==> src/rtl/axil_req_arbiter.sv <==
// Round-robin arbiter sharing one AXI-Lite master port among NUM_REQ simple requesters.
// Optional watchdog abort is built when AXIL_ARB_TIMEOUT_EN is defined.
module axil_req_arbiter #(
    parameter int unsigned C_AXI_DATA_WIDTH = 32,
    parameter int unsigned C_AXI_ADDR_WIDTH = 8,
    parameter int unsigned NUM_REQ          = 4,
    parameter int unsigned TIMEOUT_CYCLES   = 16
) (
    input  logic                                  AXI_ACLK,
    input  logic                                  AXI_ARESETN,
    input  logic [NUM_REQ-1:0]                    REQ_VALID,
    input  logic [NUM_REQ-1:0]                    REQ_WRITE,
    input  logic [NUM_REQ*C_AXI_ADDR_WIDTH-1:0]   REQ_ADDR,
    input  logic [NUM_REQ*C_AXI_DATA_WIDTH-1:0]   REQ_WDATA,
    output logic [NUM_REQ-1:0]                    REQ_READY,
    output logic [NUM_REQ-1:0]                    RSP_VALID,
    output logic [C_AXI_DATA_WIDTH-1:0]           RSP_RDATA,
    output logic                                  RSP_ERR,
    output logic [C_AXI_ADDR_WIDTH-1:0]           AXI_ARADDR,
    output logic                                  AXI_ARVALID,
    input  logic                                  AXI_ARREADY,
    input  logic [C_AXI_DATA_WIDTH-1:0]           AXI_RDATA,
    input  logic [1:0]                            AXI_RRESP,
    input  logic                                  AXI_RVALID,
    output logic                                  AXI_RREADY,
    output logic [C_AXI_ADDR_WIDTH-1:0]           AXI_AWADDR,
    output logic                                  AXI_AWVALID,
    input  logic                                  AXI_AWREADY,
    output logic [C_AXI_DATA_WIDTH-1:0]           AXI_WDATA,
    output logic                                  AXI_WVALID,
    input  logic                                  AXI_WREADY,
    input  logic [1:0]                            AXI_BRESP,
    input  logic                                  AXI_BVALID,
    output logic                                  AXI_BREADY
);

    localparam int unsigned DW   = C_AXI_DATA_WIDTH;
    localparam int unsigned AW   = C_AXI_ADDR_WIDTH;
    localparam int unsigned PtrW = (NUM_REQ > 1) ? $clog2(NUM_REQ) : 1;

    typedef enum logic [2:0] {StIdle, StRaddr, StRdata, StWaddr, StWresp} state_e;

    state_e              state_q, state_d;
    logic [PtrW-1:0]     rr_ptr_q, gnt_q, gnt_idx, cand_idx, ptr_next;
    logic [NUM_REQ-1:0]  gnt_onehot, rsp_onehot;
    logic                gnt_found, gnt_fire, sel_write;
    logic [AW-1:0]       sel_addr;
    logic [DW-1:0]       sel_wdata;

    logic                arvalid_q, awvalid_q, wvalid_q;
    logic [AW-1:0]       araddr_q, awaddr_q;
    logic [DW-1:0]       wdata_q, rsp_rdata_q;
    logic [NUM_REQ-1:0]  rsp_valid_q;
    logic                rsp_err_q;

    logic                complete, timeout_hit, rsp_fire, take_rdata, rsp_err_d;

    // Rotating priority search starting at rr_ptr.
    always_comb begin
        gnt_found  = 1'b0;
        gnt_idx    = '0;
        cand_idx   = '0;
        gnt_onehot = '0;
        for (int i = 0; i < int'(NUM_REQ); i++) begin
            cand_idx = PtrW'((int'(rr_ptr_q) + i) % int'(NUM_REQ));
            if (!gnt_found && REQ_VALID[cand_idx]) begin
                gnt_found            = 1'b1;
                gnt_idx              = cand_idx;
                gnt_onehot           = '0;
                gnt_onehot[cand_idx] = 1'b1;
            end
        end
    end

    always_comb begin
        sel_addr   = '0;
        sel_wdata  = '0;
        sel_write  = 1'b0;
        rsp_onehot = '0;
        for (int i = 0; i < int'(NUM_REQ); i++) begin
            if (gnt_idx == PtrW'(i)) begin
                sel_addr  = REQ_ADDR[i*AW +: AW];
                sel_wdata = REQ_WDATA[i*DW +: DW];
                sel_write = REQ_WRITE[i];
            end
            rsp_onehot[i] = (gnt_q == PtrW'(i));
        end
    end

    assign gnt_fire  = (state_q == StIdle) && gnt_found;
    assign REQ_READY = (gnt_fire && AXI_ARESETN) ? gnt_onehot : '0;
    assign ptr_next  = (gnt_q == PtrW'(NUM_REQ - 1)) ? '0 : gnt_q + PtrW'(1);

    always_comb begin
        state_d = state_q;
        case (state_q)
            StIdle:  if (gnt_found) state_d = sel_write ? StWaddr : StRaddr;
            StRaddr: if (AXI_ARREADY) state_d = StRdata;
            StRdata: if (AXI_RVALID) state_d = StIdle;
            // AW and W may complete in either order; leave once neither is pending.
            StWaddr: if ((!awvalid_q || AXI_AWREADY) && (!wvalid_q || AXI_WREADY))
                         state_d = StWresp;
            StWresp: if (AXI_BVALID) state_d = StIdle;
            default: state_d = StIdle;
        endcase
    end

    assign complete = ((state_q == StRdata) && AXI_RVALID) ||
                      ((state_q == StWresp) && AXI_BVALID);

`ifdef AXIL_ARB_TIMEOUT_EN
    localparam int unsigned CntW = $clog2(TIMEOUT_CYCLES + 1);

    logic [CntW-1:0] to_cnt_q;
    logic            aborted_q;

    // A timed-out transaction still drains on AXI, but its real completion is dropped.
    assign timeout_hit = (state_q != StIdle) && !aborted_q && !complete &&
                         (to_cnt_q == CntW'(TIMEOUT_CYCLES));
    assign rsp_fire    = (complete && !aborted_q) || timeout_hit;
    assign take_rdata  = complete && !aborted_q && (state_q == StRdata);

    always_ff @(posedge AXI_ACLK) begin
        if (!AXI_ARESETN) begin
            to_cnt_q  <= '0;
            aborted_q <= 1'b0;
        end else begin
            if (gnt_fire) begin
                to_cnt_q <= CntW'(1);
            end else if ((state_q != StIdle) && !aborted_q && !timeout_hit) begin
                to_cnt_q <= to_cnt_q + CntW'(1);
            end
            if (state_q == StIdle) begin
                aborted_q <= 1'b0;
            end else if (timeout_hit) begin
                aborted_q <= 1'b1;
            end
        end
    end

    logic unused_resp;
    assign unused_resp = ^{AXI_RRESP[0], AXI_BRESP[0]};
`else
    assign timeout_hit = 1'b0;
    assign rsp_fire    = complete;
    assign take_rdata  = complete && (state_q == StRdata);

    logic unused_cfg;
    assign unused_cfg = ^{AXI_RRESP[0], AXI_BRESP[0], (TIMEOUT_CYCLES != 0)};
`endif

    assign rsp_err_d = timeout_hit | ((state_q == StRdata) ? AXI_RRESP[1] : AXI_BRESP[1]);

    always_ff @(posedge AXI_ACLK) begin
        if (!AXI_ARESETN) begin
            state_q <= StIdle;
        end else begin
            state_q <= state_d;
        end
    end

    always_ff @(posedge AXI_ACLK) begin
        if (!AXI_ARESETN) begin
            rr_ptr_q    <= '0;
            gnt_q       <= '0;
            arvalid_q   <= 1'b0;
            awvalid_q   <= 1'b0;
            wvalid_q    <= 1'b0;
            araddr_q    <= '0;
            awaddr_q    <= '0;
            wdata_q     <= '0;
            rsp_valid_q <= '0;
            rsp_rdata_q <= '0;
            rsp_err_q   <= 1'b0;
        end else begin
            rsp_valid_q <= '0;
            if (gnt_fire) begin
                gnt_q <= gnt_idx;
                if (sel_write) begin
                    awaddr_q  <= sel_addr;
                    wdata_q   <= sel_wdata;
                    awvalid_q <= 1'b1;
                    wvalid_q  <= 1'b1;
                end else begin
                    araddr_q  <= sel_addr;
                    arvalid_q <= 1'b1;
                end
            end
            if (arvalid_q && AXI_ARREADY) arvalid_q <= 1'b0;
            if (awvalid_q && AXI_AWREADY) awvalid_q <= 1'b0;
            if (wvalid_q && AXI_WREADY)   wvalid_q  <= 1'b0;
            if (rsp_fire) begin
                rsp_valid_q <= rsp_onehot;
                rsp_err_q   <= rsp_err_d;
                rr_ptr_q    <= ptr_next;
            end
            if (take_rdata) rsp_rdata_q <= AXI_RDATA;
        end
    end

    assign RSP_VALID   = rsp_valid_q;
    assign RSP_RDATA   = rsp_rdata_q;
    assign RSP_ERR     = rsp_err_q;
    assign AXI_ARADDR  = araddr_q;
    assign AXI_ARVALID = arvalid_q;
    assign AXI_RREADY  = (state_q == StRdata);
    assign AXI_AWADDR  = awaddr_q;
    assign AXI_AWVALID = awvalid_q;
    assign AXI_WDATA   = wdata_q;
    assign AXI_WVALID  = wvalid_q;
    assign AXI_BREADY  = (state_q == StWresp);

endmodule

==> config.mk <==
export PLATFORM = sky130hd
export DESIGN_NAME = axil_req_arbiter
export DESIGN_NICKNAME = d
export VERILOG_FILES = /design/src/rtl/axil_req_arbiter.sv
export SDC_FILE = /design/constraint.sdc
export NUM_CORES = 1
export LEC_CHECK = 0
export BUFFER_PORTS_ARGS = -buffer_cell sky130_fd_sc_hd__buf_2
export CORE_AREA = 2 2 118 120
export DETAILED_ROUTE_END_ITERATION = 16
export DIE_AREA = 0 0 120 122
export GPL_TIMING_DRIVEN = 0
export PLACE_DENSITY = 0.84
export SLEW_MARGIN = 20
export SYNTH_ARGS = -nofsm -noshare
export SYNTH_HDL_FRONTEND = slang
export SYNTH_SLANG_ARGS = --single-unit
==> constraint.sdc <==
create_clock -name AXI_ACLK -period 4.21 [get_ports AXI_ACLK]
set_input_delay 0.842 -clock AXI_ACLK [delete_from_list [all_inputs] [get_ports AXI_ACLK]]
set_output_delay 0.842 -clock AXI_ACLK [all_outputs]
set_load 0.02 [all_outputs]
==> results.md, run 1 <==
* Max cap viols at 0
* Ys Warns at 0
* Commonest cells after routing, fill and taps aside: 311 x buf_2, 188 x nand2_1, 95 x dfxtp_1, 71 x mux2i_1, 40 x clkbuf_1
* GP Congestion at around 0.92
* Syn Inst Count at 675
* DIE AREA at 0.01464 mm²
* Chip width at 120 µm
* Hold Crit Class: register to register
* Synth Register Bits at 95
* CTS tree: done
* Skew final at roughly 0.009 ns
* Core Area at 0.01350 mm²
* Wire per inst at roughly 17 µm
* Run status: finished clean
* PwrDens at 634.8 mW/mm²
* Commonest non-fill, non-tap cell in the layout: buf_2
* Worst setup SP type: register
* First-pass GRT wire length at about 30 mm
* Distinct cells, synth at 48
* Mapped cell area at 0.005527 mm²
* Design area at around 0.0076 mm²
* CTS clock-pin slew for the worst setup and hold paths at around 0.07 ns
* Number of global-route vias before repair at 5,969
* Share of layout cells above drive strength 1 at 35.45%
* Largest net degree at the start of global routing at 16
* DRC Markers at 0
* Clock Root Buffer: clkbuf_16
* Fin util at a little under three fifths
* F_max at 261.0 MHz
* Initial antenna violation count at 1
* Share of the clock period used by the worst path at 91.02%
* P_leak at ~0.0038 µW
* Total power at just under 5000 µW
* IO buf count at approximately 300
* Starting density of the core at about two fifths
* TNS Setup at 0 ns
* Total number of vias at about 6,200
* Critical Path Source: rr_ptr_q[0]
* Worst slew margin at 50.49%
* Clk buf depth at 2
* Vertical die dimension at between 100 and 150 µm
* Setup crit end kind: register
* DP Wirelength at between 15 and 20 mm
* Syn Area/Cell at between 8 and 9 µm²
* Capture point of the worst reg-to-reg path: AXI_WDATA[2]
* Grt ovf at 0
* Max FO, Critical Path at 10
* Final net count at 1,210
* Sink Count at between 90 and 100
* IR drop worst, VDD at between 300 and 400 µV
* GRT Total Usage at a little over a quarter
* Critical register-to-register path startpoint: rr_ptr_q[0]
* CTS Buf Count at 9
* Fin. Hold Viols at 0
* Vias per cell at between 5 and 6
* Final Slew Violations at 0
* Post-layout min period at ~3.8 ns
* # hold bufs at CTS at 0
* R2r worst-path depth at 12
* Number of iterations in the first detailed-routing pass at 5
* Setup Crit Path Kind: register to register
* DRT Wirelength at ~20 mm
* Row cnt at 43
* WP data arrival at between 4 and 5 ns
* Flop-to-flop setup slack at between 0.3 and 0.4 ns
* Initial DRC count at around 260
* IO Count at just over 300
* Syn nets at 897
* Worst setup path end: AXI_WDATA[2]
* Post-route ant nets at 0
* H-tree Lvls at 3
* # setup viols final at 0
* Skew-Pair Late Insertion Delay at approximately 0.34 ns
* Fillcell total at between 1,000 and 1,500
* Area post-placement at between 0.007 and 0.008 mm²
* Slew @ Worst Pin at about 0.74 ns
* Area grow syn2layout at 37.20%
* RSZ-0062 raised after global routing: false
* Sequential-to-total area share from yosys stat at about a third
* CP required at 4.47 ns
==> cell families (layout without fill, tap and decap cells) <==
family,after synthesis,after routing,share of synthesized area [%]
buffers and inverters,70,388,6.045
other,0,1,0
adder cells (fa/ha/maj),11,11,2.490
flip-flops,95,95,34.41
AO/OA/AOI/OAI,143,143,19.97
AND/OR/NAND/NOR,279,279,22.19
multiplexers,77,77,14.90
==> cell type report <==
class	instances	area (µm²)	area share, %
sequential	95	1902	25.08
antenna	1	2.502	0.03300
timing repair buffer	302	1511	19.93
tap	180	225.2	2.970
inverter	7	26.28	0.3465
buffer	63	307.8	4.059
clock inverter	4	55.05	0.7261
clock buffer	12	246.5	3.251
multi-input combinational	510	3306	43.60
==> critical path, cell delays in order (launching register included) <==
cell      delay [ns]
dfxtp_1         0.57
inv_1           0.22
ha_1            0.41
buf_2           0.24
nor2_1          0.08
o32ai_1         0.27
nand2_1         0.25
nand2_1         0.19
buf_2           0.26
buf_1           0.48
a211oi_1        0.25
a311o_1         0.40
mux2i_1         0.14
==> layer usage <==
metal / GRT usage, % / share of wire [%]
met1: 30.21 / 39
met2: 46.41 / 49
met4: 11.62 / 3.6
met5: 0 / 0
met3: 6.133 / 8.2
==> where the power goes <==
part	internal (µW)	switching, µW
Combinational	1020	1590
Sequential	1190	168
Clock	480	359
==> how the worst min path moves through the flow <==
stage	cells past startpoint	endpoint	start
final	2	RSP_RDATA[29]	RSP_RDATA[29]
after global placement	2	RSP_RDATA[8]	RSP_RDATA[8]
after CTS	2	RSP_RDATA[21]	RSP_RDATA[21]
after global routing	2	RSP_RDATA[18]	RSP_RDATA[18]
after detailed placement	2	RSP_RDATA[21]	RSP_RDATA[21]
after floorplan	1	state_q[1]	state_q[2]
==> sequential cells by signal, summed over array words and instances (netlist names) <==
register     cells
rr_ptr_q         2
gnt_q            2
RSP_VALID        4
state_q          3
RSP_RDATA       32
AXI_WVALID       1
RSP_ERR          1
AXI_AWVALID      1
AXI_ARADDR       8
AXI_AWADDR       8
AXI_WDATA       32
AXI_ARVALID      1
==> synthesized netlist by cell type, drive strengths merged <==
cell type | n | area, µm²
a211oi | 35 | 267.8
a21oi | 37 | 185.2
a221oi | 4 | 35.03
a22oi | 7 | 52.55
a311o | 32 | 320.3
a31oi | 2 | 12.51
a32o | 1 | 10.01
and2 | 3 | 21.27
and3 | 38 | 237.7
buf | 25 | 165.2
clkbuf | 38 | 142.6
dfxtp | 95 | 1902
ha | 11 | 137.6
inv | 7 | 26.28
mux2 | 2 | 22.52
mux2i | 71 | 710.7
mux4 | 4 | 90.09
nand2 | 188 | 705.7
nand2b | 1 | 6.260
nand3 | 1 | 5.000
nand3b | 3 | 22.52
nor2 | 26 | 100.1
nor2b | 6 | 37.54
nor3 | 5 | 25.02
nor3b | 2 | 15.01
nor4 | 3 | 25.02
nor4bb | 1 | 10.01
o211ai | 3 | 27.52
o21ai | 6 | 33.78
o221ai | 1 | 8.760
o22a | 8 | 70.07
o31a | 2 | 26.28
o31ai | 4 | 45.05
o32ai | 1 | 8.760
or3 | 1 | 6.260
or3b | 1 | 8.760
==> repair_timing <==
item / 4_1_cts / 5_1_grt
setup buffers: 0 / 0
endpoints found under the setup margin: 0 / 4
resized for setup: 0 / 2
==> stage by stage <==
stage | setup slack, ns | hold WS, ns | instances
finish | 0.3782 | 0.4536 | 1174
global route | 0.1340 | 0.4734 | 1174
CTS | 0.2381 | 0.4530 | 1173
detailed placement | 0.4209 | 0.4441 | 1157
global placement | 0.4979 | 0.4381 | 1157
floorplan | 1.053 | 0.4951 | 675
Note: power is estimated with default switching activity, not from simulation.
==> inputs of run 2 (changes only) <==
- CELL_PAD_IN_SITES_DETAIL_PLACEMENT: not set -> 1
- CELL_PAD_IN_SITES_GLOBAL_PLACEMENT: not set -> 1
- CORE_AREA: 2 2 118 120 -> not set
- CORE_UTILIZATION: not set -> 34
- DIE_AREA: 0 0 120 122 -> not set
- PLACE_DENSITY: 0.84 -> 0.95
==> run 2 against run 1 <==
Worst setup slack worse by 0.12 ns. Register-to-register slack worse by 0.03 ns. Flip-flop and latch count is the same. Largest cell class unchanged. Non-clock buffer count did not move. Critical path type is now register to output port. Routed wire length is 14% higher. Highest routed layer unchanged. Die area increased by 15%. Critical endpoint is now REQ_READY[1]. Sequential share of layout area down 0.16 points. Final cell count up 3.1%. Largest power group unchanged. Combinational power rose by 3%.
==> results.md, run 2 (synthesis gave the netlist of run 1 again) <==
* Vias per cell at 5.267 (-0.92%)
* Chip width at 129.5 µm (+7.9%)
* Clock Root Buffer: clkbuf_16
* IR drop worst, VDD at 208.5 µV (-41%)
* Area grow syn2layout at 38.10%
* Total number of vias at 6,373 (+2.1%)
* Min-delay src: RSP_RDATA[14]
* Post_cts resized at 0 (unchanged)
* Worst setup SP type: register
* Setup Crit Path Kind: register to output port
* CTS tree: done
* Initial DRC count at 183 (-31%)
* DP Wirelength at 18.05 mm (+14%)
* IO Count at 305 (unchanged)
* # hold bufs at CTS at 0 (unchanged)
* DIE AREA at 0.01677 mm² (+15%)
* Row cnt at 46 (+7.0%)
* GP Congestion at 0.8596 (-6.6%)
* CTS clock-pin slew for the worst setup and hold paths at 0.06 ns (about the same)
* Max FO, Critical Path at 9 (-1)
* IO buf count at 302 (unchanged)
* RSZ-0062 raised after global routing: false
* Run status: finished clean
* WP data arrival at 3.11 ns (-0.99 ns)
* Initial antenna violation count at 1 (unchanged)
* Number of iterations in the first detailed-routing pass at 5 (unchanged)
* H-tree Lvls at 3 (unchanged)
* Setup Fix Bufs, Post-CTS at 0 (unchanged)
* DRT Wirelength at 22.63 mm (+14%)
* Critical register-to-register path startpoint: rr_ptr_q[0]
* Worst slew margin at 47.05% (-3.4 points)
* Commonest cells after routing, fill and taps aside: 311 x buf_2, 188 x nand2_1, 95 x dfxtp_1, 71 x mux2i_1, 38 x and3_1
* Core Area at 0.01589 mm² (+18%)
* Area post-placement at 0.007308 mm² (+0.62%)
* F_max at 253.1 MHz (-3.0%)
* # setup viols final at 0 (unchanged)
* Vertical die dimension at 129.5 µm (+6.1%)
* Final net count at 1,210 (unchanged)
* DRC Markers at 0 (unchanged)
* Fin. Hold Viols at 0 (unchanged)
* Share of the clock period used by the worst path at 93.85% (+2.8 points)
* Critical Path Source: rr_ptr_q[0]
* Hold Crit Class: register to register
* Number of global-route vias before repair at 6,455 (+8.1%)
* TNS Setup at 0 ns (unchanged)
* Setup crit end kind: output port
* Share of layout cells above drive strength 1 at 35.75% (+0.30 points)
* Post-route ant nets at 0 (unchanged)
* Sink Count at 95 (unchanged)
* Skew-Pair Late Insertion Delay at 0.35 ns (about the same)
* Grt ovf at 0 (unchanged)
* Post-layout min period at 3.951 ns (+0.1192 ns)
* Design area at 0.007632 mm² (+0.66%)
* Skew final at 0.007785 ns (-0.001230 ns)
* Wire per inst at 18.71 µm (+10%)
* Clk buf depth at 2 (unchanged)
* CP required at 3.37 ns (-1.10 ns)
* Max cap viols at 0 (unchanged)
* Largest net degree at the start of global routing at 17 (+1)
* CTS Buf Count at 9 (unchanged)
* Final Slew Violations at 0 (unchanged)
* Fin util at 48.05% (-8.1 points)
* Slew @ Worst Pin at 0.7942 ns (+0.05164 ns)
* PwrDens at 643.0 mW/mm² (+1.3%)
* Commonest non-fill, non-tap cell in the layout: buf_2
* GRT Total Usage at 26.48% (+0.22 points)
* P_leak at 0.003777 µW (+0.37%)
* Starting density of the core at 34.79% (-6.1 points)
* First-pass GRT wire length at 33.78 mm (+12%)
==> run 2: area by class of cell <==
cell class / count / area (µm²)
multi-input cells: 510 / 3306
inverters: 7 / 26.28
diodes: 1 / 2.502
plain buffers: 63 / 309.0
clock inverters: 6 / 66.31
fillers: 2046 / 8253
clock buffers: 10 / 239.0
repair buffers: 302 / 1511
flip-flops and latches: 95 / 1902
well taps: 216 / 270.3
==> run 2: routing by layer <==
layer,up-vias,wire length [µm],track usage [%]
li1,3034,-,-
met1,3003,8959,29.28
met2,292,11270,48.04
met3,44,1617,5.904
met4,0,789,12.52
met5,-,0,0
==> run 2: path summary, 6_finish.rpt <==
| path | to | slack (ns) | cells past startpoint |
|---|---|---|---|
| setup / recovery | REQ_READY[1] | 0.26 | 8 |
| hold / removal | RSP_RDATA[14] | 0.45 | 2 |
| setup reg to reg | AXI_WDATA[4] | 0.35 | 12 |
| hold reg to reg | RSP_RDATA[14] | 0.45 | 2 |
==> run 2: where the power goes <==
part | leakage [µW] | internal (µW) | switching, µW
clock | 0.000154 | 482 | 385
combinational | 0.00285 | 1020 | 1660
sequential | 0.000775 | 1190 | 170
total | 0.00378 | 2700 | 2210
==> run 2: per-stage QoR <==
step                      hold slack, ns  instances  total power, µW  setup WS (ns)
after global placement            0.4389       1193             3957         0.3559
after detailed placement          0.4461       1193             4046         0.2698
after floorplan                   0.4951        675             3137          1.053
after global routing              0.4764       1209             5202        0.03744
final                             0.4521       1210             4908         0.2590
after CTS                         0.4555       1209             4925        0.06873
==> run 2: worst max-delay path, stage by stage (launching register included) <==
cell     delay, ns
dfxtp_1       0.61
inv_1         0.24
ha_1          0.42
mux4_2        0.42
nor4_2        0.52
nor4_4        0.12
nand2_1       0.18
nor2_1        0.07
buf_2         0.16
